## src/rtl/seis_b_pkg.sv

```systemverilog
// Shared types and constants for the seis_b 4-input population counter.
package seis_b_pkg;

  localparam int unsigned COUNT_W = 3;

  typedef logic [COUNT_W-1:0] count_t;

  // Largest count four inputs can produce; the 3-bit code never saturates.
  localparam count_t COUNT_MAX = 3'd4;

  // Odd parity of the four data bits, which always equals the count LSB.
  function automatic logic parity4(input logic [3:0] vec);
    return ^vec;
  endfunction

endpackage

```

## src/rtl/seis_b_popcount.sv

```systemverilog
// Combinational 4-bit population count: two pair sums feeding one final adder.
module seis_b_popcount
  import seis_b_pkg::*;
(
  input  logic [3:0] vec_i,
  output count_t     count_o
);

  logic [1:0] sum_lo;
  logic [1:0] sum_hi;

  always_comb begin
    sum_lo  = {1'b0, vec_i[0]} + {1'b0, vec_i[1]};
    sum_hi  = {1'b0, vec_i[2]} + {1'b0, vec_i[3]};
    count_o = {1'b0, sum_lo} + {1'b0, sum_hi};
  end

endmodule

```

## src/rtl/seis_b.sv

```systemverilog
// Registered 4-input population counter with valid-qualified pipeline.
// Optional odd-parity output p is enabled by defining SEISB_PARITY_EN.
module seis_b
  import seis_b_pkg::*;
#(
  parameter int unsigned IN_REG = 1
) (
  input  logic clk,
  input  logic rst,
  input  logic in_valid,
  input  logic a,
  input  logic b,
  input  logic c,
  input  logic d,
  output logic out_valid,
  output logic x,
  output logic y,
  output logic z
`ifdef SEISB_PARITY_EN
  ,
  output logic p
`endif
);

  logic [3:0] in_vec;
  logic [3:0] dec_vec;
  logic       dec_valid;
  count_t     dec_count;

  assign in_vec = {a, b, c, d};

  if (IN_REG != 0) begin : g_in_reg
    logic [3:0] vec_q;
    logic       valid_q;

    always_ff @(posedge clk) begin
      if (rst) begin
        vec_q   <= '0;
        valid_q <= 1'b0;
      end else begin
        valid_q <= in_valid;
        if (in_valid) begin
          vec_q <= in_vec;
        end
      end
    end

    assign dec_vec   = vec_q;
    assign dec_valid = valid_q;
  end else begin : g_in_bypass
    assign dec_vec   = in_vec;
    assign dec_valid = in_valid;
  end

  seis_b_popcount u_popcount (
    .vec_i   (dec_vec),
    .count_o (dec_count)
  );

  count_t count_d, count_q;
  logic   valid_q;

  // Result only advances with a valid vector; otherwise the last count is held.
  always_comb begin
    count_d = count_q;
    if (dec_valid) begin
      count_d = dec_count;
    end
  end

  always_ff @(posedge clk) begin
    if (rst) begin
      count_q <= '0;
      valid_q <= 1'b0;
    end else begin
      count_q <= count_d;
      valid_q <= dec_valid;
    end
  end

  assign {x, y, z} = count_q;
  assign out_valid = valid_q;

`ifdef SEISB_PARITY_EN
  logic parity_d, parity_q;

  always_comb begin
    parity_d = parity_q;
    if (dec_valid) begin
      parity_d = parity4(dec_vec);
    end
  end

  always_ff @(posedge clk) begin
    if (rst) begin
      parity_q <= 1'b0;
    end else begin
      parity_q <= parity_d;
    end
  end

  assign p = parity_q;
`endif

endmodule

```

## config.mk

```make
export PLATFORM = sky130hd
export DESIGN_NAME = seis_b
export DESIGN_NICKNAME = d
export VERILOG_FILES = /design/src/rtl/seis_b_pkg.sv /design/src/rtl/seis_b_popcount.sv /design/src/rtl/seis_b.sv
export SDC_FILE = /design/constraint.sdc
export NUM_CORES = 1
export LEC_CHECK = 0
export CAP_MARGIN = 0
export CORE_AREA = 2 2 39 41
export CTS_CLUSTER_DIAMETER = 100
export CTS_CLUSTER_SIZE = 10
export DETAILED_ROUTE_END_ITERATION = 6
export DIE_AREA = 0 0 41 43
export HOLD_SLACK_MARGIN = 0.03
export PLACE_DENSITY_LB_ADDON = 0.3
export SLEW_MARGIN = 15
export SYNTH_ARGS = -nofsm -noshare
export SYNTH_HDL_FRONTEND = slang
export SYNTH_HIERARCHICAL = 1
export SYNTH_SLANG_ARGS = --single-unit
export TNS_END_PERCENT = 20
```

## constraint.sdc

```tcl
create_clock -name clk -period 1.7 [get_ports clk]
set_input_delay 0.34 -clock clk [delete_from_list [all_inputs] [get_ports clk]]
set_output_delay 0.34 -clock clk [all_outputs]
set_load 0.02 [all_outputs]
```

* Word-level counts from Yosys, hierarchy flattened
Index checks and enable logic that the tools add are counted.
** Storage, ports and cells
- Memories kept :: 0
- Output and inout port bits :: 4
- Memory bits (read-only) :: 0
- Bits in latches :: 0
- Bits in registers :: 9
- Input port bits :: 7
- Logic and storage cells :: 7
- Bits in writable memories :: 0
** Cells by class
- Bitwise logic cells :: 0
- $mul :: 0
- $add $sub $neg :: 3
- Shifts and indexed selects :: 0
- Equal/unequal tests :: 0
- Divide/modulo/power cells :: 0
- Mux-type cells :: 0
- Reduce and logical (&&, ||, !) cells :: 0
- Magnitude comparators :: 0
** Operator list (count)
- adder 1 x 1 -> 2 bit :: 2
- adder 2 x 2 -> 3 bit :: 1

* Logic depth before layout (Yosys ltp)
- Depth after elaboration :: 2
- Depth in mapped cells :: 7
- Depth with buffers taken out :: 7

* By module
The synthesis kept the hierarchy.
** Modules (own cells, without submodules)
- seis_b :: seq. area each 180.2 um^2, cells each 27, instances 1, area each 301.5 um^2
- seis_b_popcount :: seq. area each 0.0 um^2, cells each 8, instances 1, area each 63.8 um^2

* Worst setup path before layout
No wires, ideal clock.
- Path type :: reg2reg
- From :: reg g_in_reg.vec_q[0], in the netlist dec_vec[0]
- To :: reg count_q[1]
- Arrival :: 1.494 ns
- Period minus slack after synthesis :: 1.611 ns
- Setup slack :: 0.089 ns
- Cell stages (with the launch flop) :: 8
- Library setup time :: 0.116 ns
- Buffers on the path :: 0
- Required time :: 1.584 ns
- Cell sequence :: dfxtp_1 inv_1 fa_1 inv_1 ha_1 ha_1 mux2i_1 nor2_1
** Between the ends
- Cells in the longest elaborated chain, start to end :: 2
** Ends and longest elaborated chain
- start: declaration :: RTL line seis_b.sv:33 : logic [3:0] vec_q;
- start signal: assignment :: RTL line seis_b.sv:43 : vec_q <= in_vec;
- adder 1 x 1 -> 2 bit :: RTL line seis_b_popcount.sv:13 : sum_lo = {1'b0, vec_i[0]} + {1'b0, vec_i[1]};
- adder 2 x 2 -> 3 bit :: RTL line seis_b_popcount.sv:15 : count_o = {1'b0, sum_lo} + {1'b0, sum_hi};
- via dec_count[1] :: RTL line seis_b.sv:28 : count_t dec_count;
- end signal: assignment :: RTL line seis_b.sv:76 : count_q <= count_d;
- end: declaration :: RTL line seis_b.sv:60 : count_t count_d, count_q;
The timed path passes the listed nets, and every way through them passes these cells.
A chain may end at the register's enable or synchronous reset.

* Worst setup path in the final report
- From :: reg g_in_reg.vec_q[3], in the netlist dec_vec[3]
- To :: reg count_q[1]
** Between the ends
- Cells in the longest elaborated chain, start to end :: 2
** Ends and longest elaborated chain
- adder 1 x 1 -> 2 bit :: RTL line seis_b_popcount.sv:14 : sum_hi = {1'b0, vec_i[2]} + {1'b0, vec_i[3]};
- adder 2 x 2 -> 3 bit :: RTL line seis_b_popcount.sv:15
- via dec_count[1] :: RTL line seis_b.sv:28
The timed path passes the listed nets, and every way through them passes these cells.

==> key figures <==
Outcome
  • Status: finished clean

STA
  • Max Clk Rate: 606 MHz
  • Transition time at the pin with the least slew margin: 0.334 ns
  • Setup_tns: 0 ns
  • Slew Limit Fails: 0
  • Hold slack: 0.482 ns
  • Final min period: 1.65 ns
  • Fin. Hold Viols: 0
  • Slew Limit Headroom: 77.7%
  • Tcrit/Tclk final: 97.1%
  • Clk_skew: 0.00179 ns
  • Final Setup Violations: 0

Clock tree
  • Root Driver: clkbuf_4
  • CTS Sinks: 9
  • CTS tree: yes
  • Max Buffers Root-to-Sink: 2
  • CTS Buf Count: 3
  • Later-pin clock latency in the skew report: ~0.26 ns
  • Clk slew on worst S/H paths: 0.06 ns
  • H-Tree Depth: 1

Route
  • DRC: 0
  • Final ANT Viol Nets: 0
  • Routed len/inst: 9.41 um
  • Initial DRT Pass Iterations: 3
  • Via density: 4.14
  • WL final: between 600 and 700 um
  • Vias: 265
  • Violation count after the first detailed-routing iteration: 7

Layout
  • Nets: ~60
  • Most common cell after layout, fill and taps aside: clkdlybuf4s50_1
  • Multi-input gate area: 169 um^2
  • Diodes inserted: 0
  • Share of cells above drive strength 1: between 20% and 30%
  • Number of fill cells: around 150
  • FF/Latch Area: 184 um^2
  • Finished Core Util: 38.0%
  • Synth-to-layout area growth: 43.8%
  • Most frequent cells in the layout: clkdlybuf4s50_1, mux2i_1, nor2_1

Min path
  • WHS Path Cells: 2
  • Worst min-delay path class: reg2reg
  • Min-Delay Startpoint: dec_vec[1]
  • Hold Path End: dec_vec[1]

Die
  • Core Rows: 14
  • Core box area: 0.00138 mm^2
  • DIE WIDTH: a little over 40 um
  • Die height: 43 um
  • Total Die Area: around 0.0018 mm^2
  • Ports: 11
  • Starting Density: 26.4%

Placement
  • Gpl congestion: 0.651
  • Post-DP HPWL: 400 um
  • Port Buffers: 10

Critical path
  • Worst reg2reg path startpoint: dec_vec[3]
  • Arrival @ worst endpoint: approximately 1.8 ns
  • R2R setup slack: between 0.04 and 0.05 ns
  • Nature of the critical path endpoint: flip-flop
  • Worst Setup Start Kind: flip-flop
  • FF-to-FF End: count_q[1]
  • Cells on worst reg2reg path: 7
  • Max FO, Critical Path: 2
  • CP Class: reg2reg
  • Required time worst endpoint: approximately 1.8 ns

Synthesis
  • Cell count after synthesis: 35
  • Syn nets: 45
  • Post-synthesis sequential area ratio: 49.3%
  • YS warnings: 6
  • Syn Area/Cell: about 10 um^2
  • #FFs+latches synth: 9
  • Unique masters post-synth: 9
  • Synthesized area: 365 um^2

Global route
  • Number of global-route vias before repair: ~270
  • Global-route wire length before repair: 1040 um
  • Largest net degree at the start of global routing: 10
  • Total GRT Usage: a little under a tenth
  • Gr ovfl total: 0
  • Number of antenna violations at the first check in global routing: 0

Pwr
  • Worst VDD drop: about 0.00027 V
  • Leakage: ~0.22 nW
  • Cell Pwr Density: approximately 870 mW/mm^2

Run
  • MaxCap Viol Count: 0
-- state kept, by name, summed over array words and instances, names as in the netlist --
register and count:
dec_vec 4, count_q 3, dec_valid 1, out_valid 1
-- routing by layer --
layer	vias up	GRT usage, %	part of all wire (%)
met2	7	11.3	49
met3	0	3.14	5.0
met1	126	11.4	46
met5	-	0	0
met4	0	10.0	0
li1	132	-	-
-- worst max-delay path by stage --
stage,start,to,slack (ns)
finish,dec_vec[3],count_q[1],0.05
global route,dec_vec[3],count_q[1],-0.02
CTS,dec_vec[0],count_q[1],0.00004
detailed placement,dec_vec[0],count_q[1],0.02
global placement,dec_vec[0],count_q[1],0.02
floorplan,dec_vec[0],count_q[1],0.09
-- metrics by stage --
step	instance area, um^2	total power, mW	setup slack, ns	cells
CTS	499	0.461	0.0000401	63
global route	526	0.490	-0.0166	64
finish	526	0.459	0.0496	64
detailed placement	473	0.290	0.0159	59
global placement	473	0.290	0.0226	59
floorplan	365	0.266	0.0893	35
-- final cells by class --
cell class / count / area share [%]
Tap cell: 16 / 3.81
Inverter: 5 / 3.57
Clock buffer: 4 / 5.00
Timing Repair Buffer: 11 / 20.5
Multi-Input combinational cell: 19 / 32.1
Sequential cell: 9 / 35.0
-- what timing repair did --
item | CTS | global route
hold buffers | 0 | 0
gates resized for setup | 0 | 6
setup buffers | 0 | 1
setup endpoints to repair | 0 | 1
-- critical path: stages, from the launching register on --
cell	delay, ns
dfxtp_2	0.33
inv_2	0.04
fa_1	0.53
inv_1	0.04
ha_2	0.18
ha_4	0.23
mux2i_1	0.13
nor2_1	0.05
-- power breakdown --
| part | switching (mW) | internal [mW] | total [mW] |
|---|---|---|---|
| clock | 0.0764 | 0.0906 | 0.167 |
| combinational | 0.0267 | 0.0366 | 0.0633 |
| sequential | 0.00628 | 0.222 | 0.228 |
| total | 0.109 | 0.349 | 0.459 |
-- kinds of logic (layout without fill, tap and decap cells) --
family,after synthesis,after routing,share of synthesized area [%]
fa+ha+maj,3,3,12.3
mux,7,7,19.2
simple gates,9,9,10.6
buf+inv,7,20,8.56
flops,9,9,49.3
-- Yosys cell counts --
library cell | number | area, um^2
fa_1 | 1 | 20.0
buf_2 | 1 | 5.00
inv_1 | 5 | 18.8
mux2i_1 | 7 | 70.1
dfxtp_1 | 9 | 180
buf_4 | 1 | 7.51
nor2_1 | 7 | 26.3
ha_1 | 2 | 25.0
nor2b_1 | 2 | 12.5
(Power assumes the default switching activity.)
==> edit 1, RTL diff (same settings) <==
Add a define of `SEISB_PARITY_EN`.
--- a/src/rtl/seis_b.sv
+++ b/src/rtl/seis_b.sv
@@ -1,5 +1,7 @@
 // Registered 4-input population counter with valid-qualified pipeline.
 // Optional odd-parity output p is enabled by defining SEISB_PARITY_EN.
+`define SEISB_PARITY_EN
+
 module seis_b
   import seis_b_pkg::*;
 #(
Formal check against the unedited RTL (old outputs only; new: p): equivalent (equiv_simple and equiv_induct, registers matched by name and starting in step).
==> edit 1 against the unedited design <==
  * Sequential cell count rose by 1
  * Die area did not move
  * Critical path depth did not move
  * Worst setup slack got worse by 0.0025 ns
  * Synthesized area rose by 17%
  * Wire length rose by 19%
  * Global-route usage rose by 1.4 points
  * Total power rose by 23%
  * First-iteration DRC count fell by 86%
  * Cell area rose by 20%
  * Via count rose by 14%
  * Hold slack improved by 0.017 ns
==> edit 1: results (changes against the unedited design) <==
Timing
  – Worst hold slack across all endpoints: 0.498 ns (was 0.482 ns)
  – Slew of the pin with the lowest slew margin: 0.379 ns (was 0.334 ns)
  – Final worst slack: 0.0471 ns (was 0.0496 ns)

Synth
  – Largest cells by area after synthesis: sky130_fd_sc_hd__dfxtp_1 (47%), sky130_fd_sc_hd__mux2i_1 (16%), sky130_fd_sc_hd__nor2_1 (7.0%) (was sky130_fd_sc_hd__dfxtp_1 (49%), sky130_fd_sc_hd__mux2i_1 (19%), sky130_fd_sc_hd__nor2_1 (7.2%))
  – Number of distinct library cells after synthesis: 12 (was 9)
  – Ranking of synthesized cells by instance count: sky130_fd_sc_hd__dfxtp_1 (10), sky130_fd_sc_hd__nor2_1 (8), sky130_fd_sc_hd__mux2i_1 (7), sky130_fd_sc_hd__inv_1 (5) (was sky130_fd_sc_hd__dfxtp_1 (9), sky130_fd_sc_hd__mux2i_1 (7), sky130_fd_sc_hd__nor2_1 (7), sky130_fd_sc_hd__inv_1 (5))
  – Nets in the synthesized netlist: 52 (was 45)

Pwr
  – Reported leakage power: 0.271 nW (was 0.225 nW)
  – Net switching power of the design: 0.133 mW (was 0.109 mW)

Route
  – Routed met1 length: 330 µm (was 279 µm)
  – Initial detailed-routing violation count: 1 (was 7)
  – Post-Route WL: 716 µm (was 602 µm)
  – Met3 routed wirelength: 40 µm (was 30 µm)
  – WL met2: 336 µm (was 292 µm)
  – Number of search-and-repair iterations in the first detailed-routing pass: 2 (was 3)

Status
  – Status: finished, final reports clean (unchanged)

Hold path
  – Source of the worst hold timing path: count_q[0] (was dec_vec[1])
  – End point of the worst hold path: count_q[0] (was dec_vec[1])

Place
  – Post-place instance area: 561 µm² (was 473 µm²)
  – Worst Setup Slack post-DPL: -0.0308 ns (was 0.0159 ns)
  – Last weighted congestion value of the routability-driven placer: 0.671 (was 0.651)

Global routing
  – Wire length of the first global-routing pass: 1180 µm (was 1040 µm)
  – GR met2 Demand/Resource: 12.8% (was 11.3%)
  – GRT Resource Usage Total: 10.6% (was 9.26%)
  – Vias in the first global route: 269 (was 266)
  – M3 GR Usage: 4.71% (was 3.14%)
  – Largest net degree at the start of global routing: 11 (was 10)
  – Global Route met1 Usage: 14.2% (was 11.4%)

Final layout
  – Fraction of final layout cells with drive strength greater than 1: 26.3% (was 20.8%)
  – Number of standard cells in the layout, taps in and fillers out: 73 (was 64)

Critical path
  – Slowest Stage Delay on Critical Path: 0.57 ns (was 0.53 ns)
  – Source of the worst register-to-register timing path: dec_vec[0] (was dec_vec[3])
edit 1: cell count changes after synthesis, sizes merged:
cell / delta
nor2: +1
a211oi: +1
dfxtp: +1
xnor2: +1
xor2: +2
clkbuf: +1
edit 1: cell families (layout without fill, tap and decap cells):
family          after synthesis  in the layout  share of synthesized area [%]
simple gates                 10             10                           9.91
xor+xnor                      3              3                           6.12
flops                        10             10                           46.6
compound gates                1              1                           2.91
mux                           7              7                           16.3
fa+ha+maj                     3              3                           10.5
buf+inv                       8             23                           7.58
edit 1: timing repair:
action                                  CTS  global route
gates resized for setup                   4             4
setup buffers                             0             1
pin swaps                                 1             2
endpoints found under the hold margin     0             0
endpoints found under the setup margin    1             1
hold buffers                              0             0
edit 1: cell type report:
class | count | area, µm²
fill | 139 | 751
multi-input combinational | 24 | 221
sequential | 10 | 204
timing repair buffer | 14 | 133
clock buffer | 4 | 36.3
tap | 16 | 20.0
inverter | 5 | 18.8
==> edit 2, RTL diff (same flow settings) <==
Without the edit above. Put a register stage on the output `x`. The value now appears one clock later. The other outputs are not delayed to match.
--- a/src/rtl/seis_b.sv
+++ b/src/rtl/seis_b.sv
@@ -21,6 +21,8 @@
   output logic p
 `endif
 );
+
+  logic x_d;
 
   logic [3:0] in_vec;
   logic [3:0] dec_vec;
@@ -78,7 +80,7 @@
     end
   end
 
-  assign {x, y, z} = count_q;
+  assign {x_d, y, z} = count_q;
   assign out_valid = valid_q;
 
 `ifdef SEISB_PARITY_EN
@@ -102,5 +104,9 @@
   assign p = parity_q;
 `endif
 
+  always_ff @(posedge clk) begin
+    x <= x_d;
+  end
+
 endmodule
 
Behaviour: not the same (Yosys sat finds a counterexample within 4 cycles, from zero or initial values and one cycle with rst high).
==> edit 2 against the unedited design <==
  * Wire length is 0.66% lower
  * Count of clock-buffer cells in the layout stayed put
  * Global-route usage hardly changed
  * Clock skew is 0.0013 ns higher
  * Synthesized area is 5.5% higher
  * Via count is 1.9% lower
  * Worst setup slack better by 0.030 ns
  * Total power is 15% higher
  * Cell area is 6.2% higher
  * Sequential cell count is 1 higher
==> edit 2: results (changes against the unedited design) <==
Status
  – Status: finished, final reports clean (unchanged)

Hold path
  – Hold/Removal Path Class: reg2reg (unchanged)
  – Number of cells on the worst hold path: 0 (was 2)
  – Source of the worst hold timing path: count_q[2] (was dec_vec[1])
  – End point of the worst hold path: x (was dec_vec[1])

Timing
  – Slew of the pin with the lowest slew margin: 0.325 ns (was 0.334 ns)
  – Setup clock skew after layout: 0.00310 ns (was 0.00179 ns)
  – Final setup violation count: 0 (unchanged)

Synth
  – Number of warnings issued by yosys: 6 (unchanged)
  – Most used DFF post-synth: sky130_fd_sc_hd__dfxtp_1 (unchanged)
  – Number of distinct library cells after synthesis: 9 (unchanged)
  – Largest cells by area after synthesis: sky130_fd_sc_hd__dfxtp_1 (52%), sky130_fd_sc_hd__mux2i_1 (18%), sky130_fd_sc_hd__nor2_1 (6.8%) (was sky130_fd_sc_hd__dfxtp_1 (49%), sky130_fd_sc_hd__mux2i_1 (19%), sky130_fd_sc_hd__nor2_1 (7.2%))
  – Register area share after synthesis: 51.9% (was 49.3%)
  – Nets in the synthesized netlist: 46 (was 45)
  – Ranking of synthesized cells by instance count: sky130_fd_sc_hd__dfxtp_1 (10), sky130_fd_sc_hd__mux2i_1 (7), sky130_fd_sc_hd__nor2_1 (7), sky130_fd_sc_hd__inv_1 (5) (was sky130_fd_sc_hd__dfxtp_1 (9), sky130_fd_sc_hd__mux2i_1 (7), sky130_fd_sc_hd__nor2_1 (7), sky130_fd_sc_hd__inv_1 (5))

Global routing
  – GRT Resource Usage Total: 9.31% (was 9.26%)
  – Wire length of the first global-routing pass: 952 µm (was 1040 µm)
  – Antenna violations before repair: 0 (unchanged)
  – Vias in the first global route: 223 (was 266)
  – Largest net degree at the start of global routing: 10 (unchanged)

Route
  – Number of search-and-repair iterations in the first detailed-routing pass: 2 (was 3)
  – Initial detailed-routing violation count: 2 (was 7)
  – Detail-routed via count per cell: 4.06 (was 4.14)
  – Post-Route WL: 598 µm (was 602 µm)

Clocking
  – Maximum buffer depth of the clock tree: 2 (unchanged)
  – H-tree depth: 1 (unchanged)
  – Clock latency on the worst-skew pair: 0.26 ns (about the same)

Critical path
  – Slowest Stage Delay on Critical Path: 0.52 ns
  – Maximum net fanout on the critical path: 2 (unchanged)
  – Standard cell with the maximum stage delay on the critical path: sky130_fd_sc_hd__fa_1 (unchanged)
  – Terminus of the critical flop-to-flop path: count_q[1] (unchanged)
  – Flop-to-flop setup slack: 0.08 ns (was 0.05 ns)

Final layout
  – Net count reported at finish: 59 (unchanged)
  – Flip-flop count of the largest register, all copies and words added: 4 (unchanged)
  – Fraction of final layout cells with drive strength greater than 1: 22.9% (was 20.8%)
  – FILL cells: 138 (was 146)

Place
  – Post-DP HPWL: 437 µm (was 400 µm)
  – Last weighted congestion value of the routability-driven placer: 0.671 (was 0.651)

Pwr
  – Peak supply drop: 0.000699 V (was 0.000273 V)
  – Reported leakage power: 0.234 nW (was 0.225 nW)
edit 2: changes by cell type after synthesis:
cell,unedited run,this run
sky130_fd_sc_hd__dfxtp_1,9,10
edit 2: stage by stage:
stage / worst slack [ns] / cells / TNS (ns) / hold WS [ns] / instance area, µm²
3_5_place_dp: -0.0196 / 60 / -0.0196 / 0.344 / 493
2_1_floorplan: 0.0893 / 36 / 0 / 0.330 / 385
4_1_cts: 0.0101 / 64 / 0 / 0.359 / 533
3_3_place_gp: 0.0393 / 60 / 0 / 0.339 / 493
6_report: 0.0798 / 64 / 0 / 0.356 / 558
5_1_grt: 0.00585 / 64 / 0 / 0.373 / 558
edit 2: cell families (layout without fill, tap and decap cells):
family | count (synthesis) | count (layout) | synth area share, %
adders and majority gates | 3 | 3 | 11.7
DFF | 10 | 10 | 51.9
buffers and inverters | 7 | 19 | 8.12
muxes | 7 | 7 | 18.2
and+or+nand+nor | 9 | 9 | 10.1
edit 2: layout make-up:
class	count	area, µm²	share of cell area, %
Multi-Input combinational cell	19	179	32.1
Sequential cell	10	204	36.5
Inverter	5	18.8	3.36
Timing Repair Buffer	10	100	17.9
Tap cell	16	20.0	3.59
Clock buffer	4	36.3	6.50
edit 2: how the worst max path moves through the flow:
stage | from | to | slack (ns) | depth (start not counted)
after floorplan | dec_vec[0] | count_q[1] | 0.09 | 7
after global placement | dec_vec[0] | count_q[1] | 0.04 | 7
after detailed placement | dec_vec[0] | count_q[1] | -0.02 | 7
after CTS | dec_vec[0] | count_q[1] | 0.01 | 7
after global routing | dec_vec[3] | count_q[1] | 0.006 | 7
final | dec_vec[3] | count_q[1] | 0.08 | 7
edit 2: timing repair:
| item | CTS | global route |
|---|---|---|
| pin swaps | 0 | 2 |
| gates resized for setup | 2 | 6 |
| setup endpoints to repair | 1 | 1 |
edit 2: worst reg2reg max path: cells and delay by family (launching register included):
kind                     cells  cell delay (ns)
AND/OR/NAND/NOR              1             0.06
buffers and inverters        2             0.10
multiplexers                 1             0.13
flip-flops                   1             0.33
adder cells (fa/ha/maj)      3             0.88
edit 2: layer usage:
metal | global-route usage (%) | vias up | routed length, µm
met5 | 0 | - | 0
li1 | - | 135 | -
met1 | 10.9 | 113 | 242
met2 | 10.0 | 10 | 291
met3 | 9.42 | 2 | 52
met4 | 6.00 | 0 | 12
edit 2: power by group:
| part | total, mW | switching, mW | internal [mW] |
|---|---|---|---|
| Sequential | 0.253 | 0.00745 | 0.246 |
| Clock | 0.208 | 0.0780 | 0.130 |
| Combinational | 0.0645 | 0.0278 | 0.0368 |
| Total | 0.526 | 0.113 | 0.412 |
